## config.mk

```make
export PLATFORM = sky130hd
export DESIGN_NAME = util_pktarb_mux
export DESIGN_NICKNAME = d
export VERILOG_FILES = /design/src/rtl/util_pktarb_pkg.sv /design/src/rtl/util_pktarb_pick.sv /design/src/rtl/util_pktarb_mux.sv
export SDC_FILE = /design/constraint.sdc
export NUM_CORES = 1
export LEC_CHECK = 0
export ABC_AREA = 1
export BUFFER_PORTS_ARGS = -buffer_cell sky130_fd_sc_hd__buf_2
export CAP_MARGIN = 20
export CORE_AREA = 4 4 210 212
export CTS_CLUSTER_SIZE = 30
export DETAILED_ROUTE_END_ITERATION = 16
export DIE_AREA = 0 0 214 216
export PLACE_DENSITY_LB_ADDON = 0.12
export SYNTH_ARGS = -nofsm -noshare
export SYNTH_HDL_FRONTEND = slang
export SYNTH_SLANG_ARGS = --single-unit
```

## constraint.sdc

```tcl
create_clock -name clk_arbit -period 5.89 [get_ports clk_arbit]
set_clock_uncertainty 0.15 [all_clocks]
set_input_delay 1.178 -clock clk_arbit [delete_from_list [all_inputs] [get_ports clk_arbit]]
set_output_delay 1.178 -clock clk_arbit [all_outputs]
set_load 0.02 [all_outputs]
```

## src/rtl/util_pktarb_pkg.sv

```systemverilog
// Shared types and helpers for the packet arbitration multiplexer.
package util_pktarb_pkg;

   typedef enum logic [1:0] {
      IDLE = 2'd0,
      GAP  = 2'd1,
      XFER = 2'd2
   } arb_state_e;

   localparam int ALG_FIXED = 0;
   localparam int ALG_RR    = 1;
   localparam int ALG_WRR   = 2;

   // Number of bits needed to hold the given non-negative value (0 for 0).
   function automatic int BIT_WIDTH(input int value);
      int w;
      w = 0;
      for (int i = 0; i < 31; i++) begin
         if ((value >> i) != 0) begin
            w = i + 1;
         end
      end
      return w;
   endfunction

endpackage

```

## src/rtl/util_pktarb_pick.sv

```systemverilog
// Masked priority picker: one-hot winner among requesters, searching upward
// from the pointer with wrap (round robin) or from channel 0 (fixed priority).
module util_pktarb_pick import util_pktarb_pkg::*; #(
   parameter int CHANNEL_QTY = 6,
   parameter int PTR_WIDTH   = 3
) (
   input  logic [CHANNEL_QTY-1:0] req_i,
   input  logic [PTR_WIDTH-1:0]   ptr_i,
   input  logic [1:0]             alg_i,
   output logic [CHANNEL_QTY-1:0] win_o
);

   logic found;
   int   startIdx;

   // Two passes: first channels at or above the start point, then the wrapped part below it.
   always_comb begin
      win_o    = '0;
      found    = 1'b0;
      startIdx = ((alg_i == 2'(ALG_RR)) || (alg_i == 2'(ALG_WRR))) ? int'(ptr_i) : 0;
      for (int c = 0; c < CHANNEL_QTY; c++) begin
         if (!found && req_i[c] && (c >= startIdx)) begin
            win_o[c] = 1'b1;
            found    = 1'b1;
         end
      end
      for (int c = 0; c < CHANNEL_QTY; c++) begin
         if (!found && req_i[c] && (c < startIdx)) begin
            win_o[c] = 1'b1;
            found    = 1'b1;
         end
      end
   end

endmodule

```

## src/rtl/util_pktarb_mux.sv

```systemverilog
// Packet multiplexer with multilevel arbitration, packet-held grants, optional
// weighted bursts, switch gap and stall watchdog, valid/ready on both sides.
module util_pktarb_mux import util_pktarb_pkg::*; #(
   parameter int DATA_WIDTH      = 64,
   parameter int EMPT_WIDTH      = BIT_WIDTH(DATA_WIDTH/8-1),
   parameter int CHANNEL_QTY     = 6,
   parameter int ARBIT_LEVEL     = 2,
   parameter int ARBIT_ALGORITHM = 1,
   parameter int WEIGHT_WIDTH    = 4,
   parameter int MUX_SW_DELAY    = 2,
   parameter int TIMEOUT_CYCLES  = 0,
   parameter int INDX_WIDTH      = 10,
   localparam int EW             = (EMPT_WIDTH > 1) ? EMPT_WIDTH : 1
) (
   input  logic                    clk_arbit,
   input  logic                    rst_n,
   input  logic [CHANNEL_QTY-1:0]  din_valid,
   output logic [CHANNEL_QTY-1:0]  din_ready,
   input  logic [CHANNEL_QTY-1:0]  din_sop,
   input  logic [CHANNEL_QTY-1:0]  din_eop,
   input  logic [DATA_WIDTH-1:0]   din_data [CHANNEL_QTY],
   input  logic [EW-1:0]           din_empty [CHANNEL_QTY],
   input  logic [ARBIT_LEVEL-1:0]  arbit_request [CHANNEL_QTY],
   input  logic [WEIGHT_WIDTH-1:0] arbit_weight [CHANNEL_QTY],
   output logic [CHANNEL_QTY-1:0]  arbit_grant,
   output logic [INDX_WIDTH-1:0]   arbit_index,
   output logic                    arbit_abort,
   output logic                    dout_valid,
   input  logic                    dout_ready,
   output logic                    dout_sop,
   output logic                    dout_eop,
   output logic [DATA_WIDTH-1:0]   dout_data,
   output logic [EW-1:0]           dout_empty
);

   localparam int PW = (CHANNEL_QTY > 1) ? $clog2(CHANNEL_QTY) : 1;
   localparam int GW = (BIT_WIDTH(MUX_SW_DELAY) > 0) ? BIT_WIDTH(MUX_SW_DELAY) : 1;
   localparam int TW = (BIT_WIDTH(TIMEOUT_CYCLES) > 0) ? BIT_WIDTH(TIMEOUT_CYCLES) : 1;
   localparam logic [GW-1:0] GAP_LAST = GW'((MUX_SW_DELAY > 0) ? MUX_SW_DELAY - 1 : 0);
   localparam logic [TW-1:0] WD_LAST  = TW'((TIMEOUT_CYCLES > 0) ? TIMEOUT_CYCLES - 1 : 0);
   localparam logic [WEIGHT_WIDTH-1:0] CREDIT_ONE = WEIGHT_WIDTH'(1);
   localparam logic [1:0] ALG = 2'(ARBIT_ALGORITHM);

   arb_state_e              state_q;
   logic [CHANNEL_QTY-1:0]  grant_q;
   logic [INDX_WIDTH-1:0]   index_q;
   logic                    abort_q;
   logic [PW-1:0]           ptr_q;
   logic [WEIGHT_WIDTH-1:0] credit_q;
   logic [GW-1:0]           gapCnt_q;
   logic [TW-1:0]           wdCnt_q;

   logic [CHANNEL_QTY-1:0]  levelVec;
   logic [CHANNEL_QTY-1:0]  levelReq;
   logic [CHANNEL_QTY-1:0]  winner;
   logic [WEIGHT_WIDTH-1:0] winWeight;
   logic [WEIGHT_WIDTH-1:0] credit_d;
   logic [PW-1:0]           ptr_d;
   logic                    selValid;
   logic                    selSop;
   logic                    selEop;
   logic [DATA_WIDTH-1:0]   selData;
   logic [EW-1:0]           selEmpty;
   logic                    grantReqAny;
   logic                    xferActive;
   logic                    accept;

   // Keep only the requests of the highest level that has any requester.
   always_comb begin
      levelReq = '0;
      levelVec = '0;
      for (int n = 0; n < ARBIT_LEVEL; n++) begin
         levelVec = '0;
         for (int c = 0; c < CHANNEL_QTY; c++) begin
            levelVec[c] = arbit_request[c][n];
         end
         if (|levelVec) begin
            levelReq = levelVec;
         end
      end
   end

   util_pktarb_pick #(
      .CHANNEL_QTY (CHANNEL_QTY),
      .PTR_WIDTH   (PW)
   ) u_pick (
      .req_i (levelReq),
      .ptr_i (ptr_q),
      .alg_i (ALG),
      .win_o (winner)
   );

   // Gather the granted channel's stream, its request state and the pointer past it,
   // plus the burst credit the new winner would start with.
   always_comb begin
      selValid    = 1'b0;
      selSop      = 1'b0;
      selEop      = 1'b0;
      selData     = '0;
      selEmpty    = '0;
      grantReqAny = 1'b0;
      ptr_d       = '0;
      winWeight   = '0;
      for (int c = 0; c < CHANNEL_QTY; c++) begin
         if (grant_q[c]) begin
            selValid    = din_valid[c];
            selSop      = din_sop[c];
            selEop      = din_eop[c];
            selData     = din_data[c];
            selEmpty    = din_empty[c];
            grantReqAny = |arbit_request[c];
            ptr_d       = (c == CHANNEL_QTY - 1) ? '0 : PW'(c + 1);
         end
         if (winner[c]) begin
            winWeight = arbit_weight[c];
         end
      end
      credit_d = (winWeight == '0) ? CREDIT_ONE : winWeight;
   end

   assign xferActive  = (state_q == XFER);
   assign din_ready   = xferActive ? (grant_q & {CHANNEL_QTY{dout_ready}}) : '0;
   assign dout_valid  = xferActive & selValid;
   assign dout_sop    = dout_valid & selSop;
   assign dout_eop    = dout_valid & selEop;
   assign dout_data   = xferActive ? selData : '0;
   assign dout_empty  = xferActive ? selEmpty : '0;
   assign accept      = dout_valid & dout_ready;
   assign arbit_grant = grant_q;
   assign arbit_index = index_q;
   assign arbit_abort = abort_q;

   // Arbitration FSM: grant in IDLE, wait out the switch gap, hold grant until eop or watchdog.
   always_ff @(posedge clk_arbit or negedge rst_n) begin
      if (!rst_n) begin
         state_q  <= IDLE;
         grant_q  <= '0;
         index_q  <= '0;
         abort_q  <= 1'b0;
         ptr_q    <= '0;
         credit_q <= '0;
         gapCnt_q <= '0;
         wdCnt_q  <= '0;
      end else begin
         abort_q <= 1'b0;
         case (state_q)
            IDLE: begin
               if (|winner) begin
                  grant_q  <= winner;
                  credit_q <= credit_d;
                  gapCnt_q <= '0;
                  wdCnt_q  <= '0;
                  index_q  <= '0;
                  state_q  <= (MUX_SW_DELAY > 0) ? GAP : XFER;
               end
            end
            GAP: begin
               if (!grantReqAny) begin
                  grant_q <= '0;
                  state_q <= IDLE;
               end else if (gapCnt_q == GAP_LAST) begin
                  index_q <= '0;
                  wdCnt_q <= '0;
                  state_q <= XFER;
               end else begin
                  gapCnt_q <= gapCnt_q + GW'(1);
               end
            end
            XFER: begin
               if (accept) begin
                  wdCnt_q <= '0;
                  if (selEop) begin
                     index_q <= '0;
                     if ((ARBIT_ALGORITHM == ALG_WRR) && (credit_q > CREDIT_ONE) && grantReqAny) begin
                        credit_q <= credit_q - CREDIT_ONE;
                     end else begin
                        grant_q <= '0;
                        state_q <= IDLE;
                        if (ARBIT_ALGORITHM != ALG_FIXED) begin
                           ptr_q <= ptr_d;
                        end
                     end
                  end else if (index_q != '1) begin
                     index_q <= index_q + INDX_WIDTH'(1);
                  end
               end else if (TIMEOUT_CYCLES > 0) begin
                  if (wdCnt_q == WD_LAST) begin
                     abort_q <= 1'b1;
                     grant_q <= '0;
                     state_q <= IDLE;
                     if (ARBIT_ALGORITHM != ALG_FIXED) begin
                        ptr_q <= ptr_d;
                     end
                  end else begin
                     wdCnt_q <= wdCnt_q + TW'(1);
                  end
               end
            end
            default: begin
               grant_q <= '0;
               state_q <= IDLE;
            end
         endcase
      end
   end

endmodule

```

==> out/qor.csv <==
metric,value,unit
Post-synth EDFFs,0,
fin cells,1842,
hold slack,0.353,ns
# IOs,552,
Yosys reg bits,23,
clk slew on worst S/H paths,0.06,ns
Maximum Capacitance Violations,0,
Max Freq,241,MHz
Reg-to-Reg Start,arbit_grant[1],
# hold bufs at CTS,0,
die area,46200,µm²
vias in the first global route,8442,
P&R area growth vs syn,66.8,%
final worst path period share,70.5,%
Synth Net Count,1286,
"Clk Latency, worst-skew pair",0.26,ns
Setup Viol. Count Final,0,
die width,214,µm
Slew HR,32.6,%
crit path capture type,primary output,
hold path cells,2,
I/O Buffers,526,
ranking of synthesized cells by area,"nand2_1 12%, dfrtp_1 12%, a22oi_1 9.8%",
Tot GR Track Use,15.3,%
CP Launch Type,register,
clock sink count,23,
H-tree Lvls,1,
CP required,4.56,ns
hold path start,gapCnt_q[1],
GRT overflow,0,
routability cong.,0.826,
Critical Path Fanout Max,34,
PostCTS Resize Cnt,0,
Residual DRC,0,
post-CTS setup buffer count,0,
"Distinct cells, synth",42,
largest area contributor in the netlist,nand2_1,
global-route wire length before repair,54800,µm
fraction of registers with async set/reset,100,%
Detailed Place HPWL,30500,µm
largest net degree at the start of global routing,64,
"Top FF cell, synth",dfrtp_1,
peak supply drop,0.000242,V
CTS Buf Count,3,
worst hold path endpoint,gapCnt_q[1],
commonest cells in the netlist,"162 x nand2_1, 123 x nor2_1, 64 x a22oi_1",
worst-path cell chain,nor2_4 > buf_4 > a22oi_1 > o211ai_1 > o221ai_1 > o21ai_0 > buf_2,
"Slowest-stage cell, CP",dfrtp_4,
Placed Cells,1834,
Reg2Reg Depth,11,
WL/cell,20.5,µm
Crit Path Class,register to primary output,
final antenna-violating net count,0,
Fin Setup TNS,0,ns
Bufs on Longest Clock Path,2,
outcome,"finished, final reports clean",
clock root buffer,clkbuf_16,
sequential cell area fraction in the yosys report,11.8,%
# fillers,4908,
min cycle time layout,4.15,ns
Site Rows,75,
Pwr Density,366,nW/µm²
final hold vios,0,
Core Area,41900,µm²
crit path DAT,2.82,ns
Setup WS pre-CTS,1.94,ns
vias,8030,
"count leader, synth",nand2_1,
leakage,4.22,nW
Initial Util,11.7,%
"Slew Viols, Final",0,
R2R setup slack,2.14,ns
initial antenna violation count,5,
DRT iter0 DRCs,451,
layout net count,1761,
Hold Path Class,register to register,
worst flop-to-flop path endpoint,arbit_index[9],
RSZ-0062 raised after global routing,false,
Synthesis Warnings,0,
first drt pass iteration count,5,
drt total wl,37800,µm
"Cell Area, Synth",4890,µm²
Mapped Avg Cell Area,5.92,µm²
Post-Syn Instances,825,
setup ws final,1.74,ns
share of post-route cells with drive strength above 1,44.4,%
routed via count divided by cell count,4.36,
Die Ht,216,µm
Critical Path Max Stage Delay,0.71,ns
Worst-Margin Slew,1.01,ns
top cell type's share of synthesized area,12.4,%
CTS tree,built,
[where the power goes]
| group | total (mW) | internal (mW) | switching, mW | leakage, nW |
|---|---|---|---|---|
| Sequential | 0.323 | 0.200 | 0.123 | 0.298 |
| Clock | 0.154 | 0.0927 | 0.0618 | 0.0382 |
| Combinational | 2.51 | 0.813 | 1.70 | 3.89 |
| Total | 2.99 | 1.11 | 1.88 | 4.22 |
[final cells by class]
cell class | instances | area, µm² | area share [%]
multi-input combinational | 679 | 3850 | 47.2
timing repair buffer | 538 | 2750 | 33.7
tap | 539 | 674 | 8.27
sequential | 23 | 583 | 7.15
inverter | 55 | 206 | 2.53
clock buffer | 4 | 78.8 | 0.967
antenna | 4 | 10.0 | 0.123
[routing by layer]
layer | track usage, % | routed length, µm | vias to the layer above
li1 | - | - | 3932
met1 | 18.8 | 15800 | 3693
met2 | 27.7 | 18800 | 373
met3 | 3.29 | 2500 | 32
met4 | 3.13 | 711 | 0
met5 | 0 | 0 | -
[critical path, delay by kind of cell, from the launching register on]
family	cells	cell delay, ns
AOI/OAI and AO/OA	4	0.76
DFF	1	0.71
buffers and inverters	2	0.68
and+or+nand+nor	1	0.36
[sequential cells by signal, indices dropped and copies added, names as in the netlist]
signal / count
arbit_index: 10
arbit_grant: 6
ptr_q: 3
gapCnt_q: 2
state_q: 2
[logic make-up (layout without fill, tap and decap cells)]
kind of cell / Yosys count / after routing / share of synthesized area (%)
AOI/OAI and AO/OA: 275 / 275 / 40.9
buffers and inverters: 123 / 597 / 9.78
adders and majority gates: 2 / 2 / 0.512
xor gates and xnor gates: 7 / 7 / 1.25
other: 1 / 5 / 0.0767
DFF: 23 / 23 / 11.8
and+or+nand+nor: 394 / 394 / 35.7
[placed cells by master, fill, tap and decap left out, types with 2 or more instances in the layout]
cell       netlist  layout
ha_1             2       2
nand3_1         12      12
nor2_1         123     120
a22oi_1         64      64
a21oi_1         21      21
nand3_4          2       2
dfrtp_1         23      21
nor4_1           2       2
xor2_1           4       4
nor2_2           4       5
a2bb2oi_1        8       8
o211ai_1        54      54
o21ai_1          7       7
nand4_1         18      18
a22o_1          47      47
nand3_2          5       5
o22ai_1          7       7
dfrtp_4          0       2
a221oi_1         6       6
or2_2            2       2
o221ai_1        14      14
clkinv_1         3       3
nand2_2          5       5
buf_12           0       2
nor3_1          52      52
o21ai_0         41      41
clkbuf_16        0       3
nand4_2          2       2
inv_2            5       5
a21boi_0         2       2
nand2_1        162     162
xnor2_1          3       3
inv_1           47      47
buf_2            4     526
nor2_4           4       6
buf_4            1      10
diode_2          0       4
[per-stage QoR]
step | power, mW | instance area, µm² | utilization (%)
after floorplan | 1.86 | 4890 | -
after global placement | 2.90 | 8060 | 19.2
final | 2.99 | 8150 | 19.4
after CTS | 3.06 | 8140 | 19.4
after detailed placement | 2.89 | 8060 | 19.2
after global routing | 3.28 | 8150 | 19.4
[how the worst max path moves through the flow]
stage / end / startpoint
6_report: dout_empty[2] / arbit_grant[1]
5_1_grt: dout_empty[2] / arbit_grant[1]
4_1_cts: dout_empty[2] / arbit_grant[1]
3_5_place_dp: dout_empty[2] / arbit_grant[1]
3_3_place_gp: dout_data[63] / arbit_grant[1]
2_1_floorplan: dout_sop / din_valid[1]
Note: power is estimated with default switching activity, not from simulation.
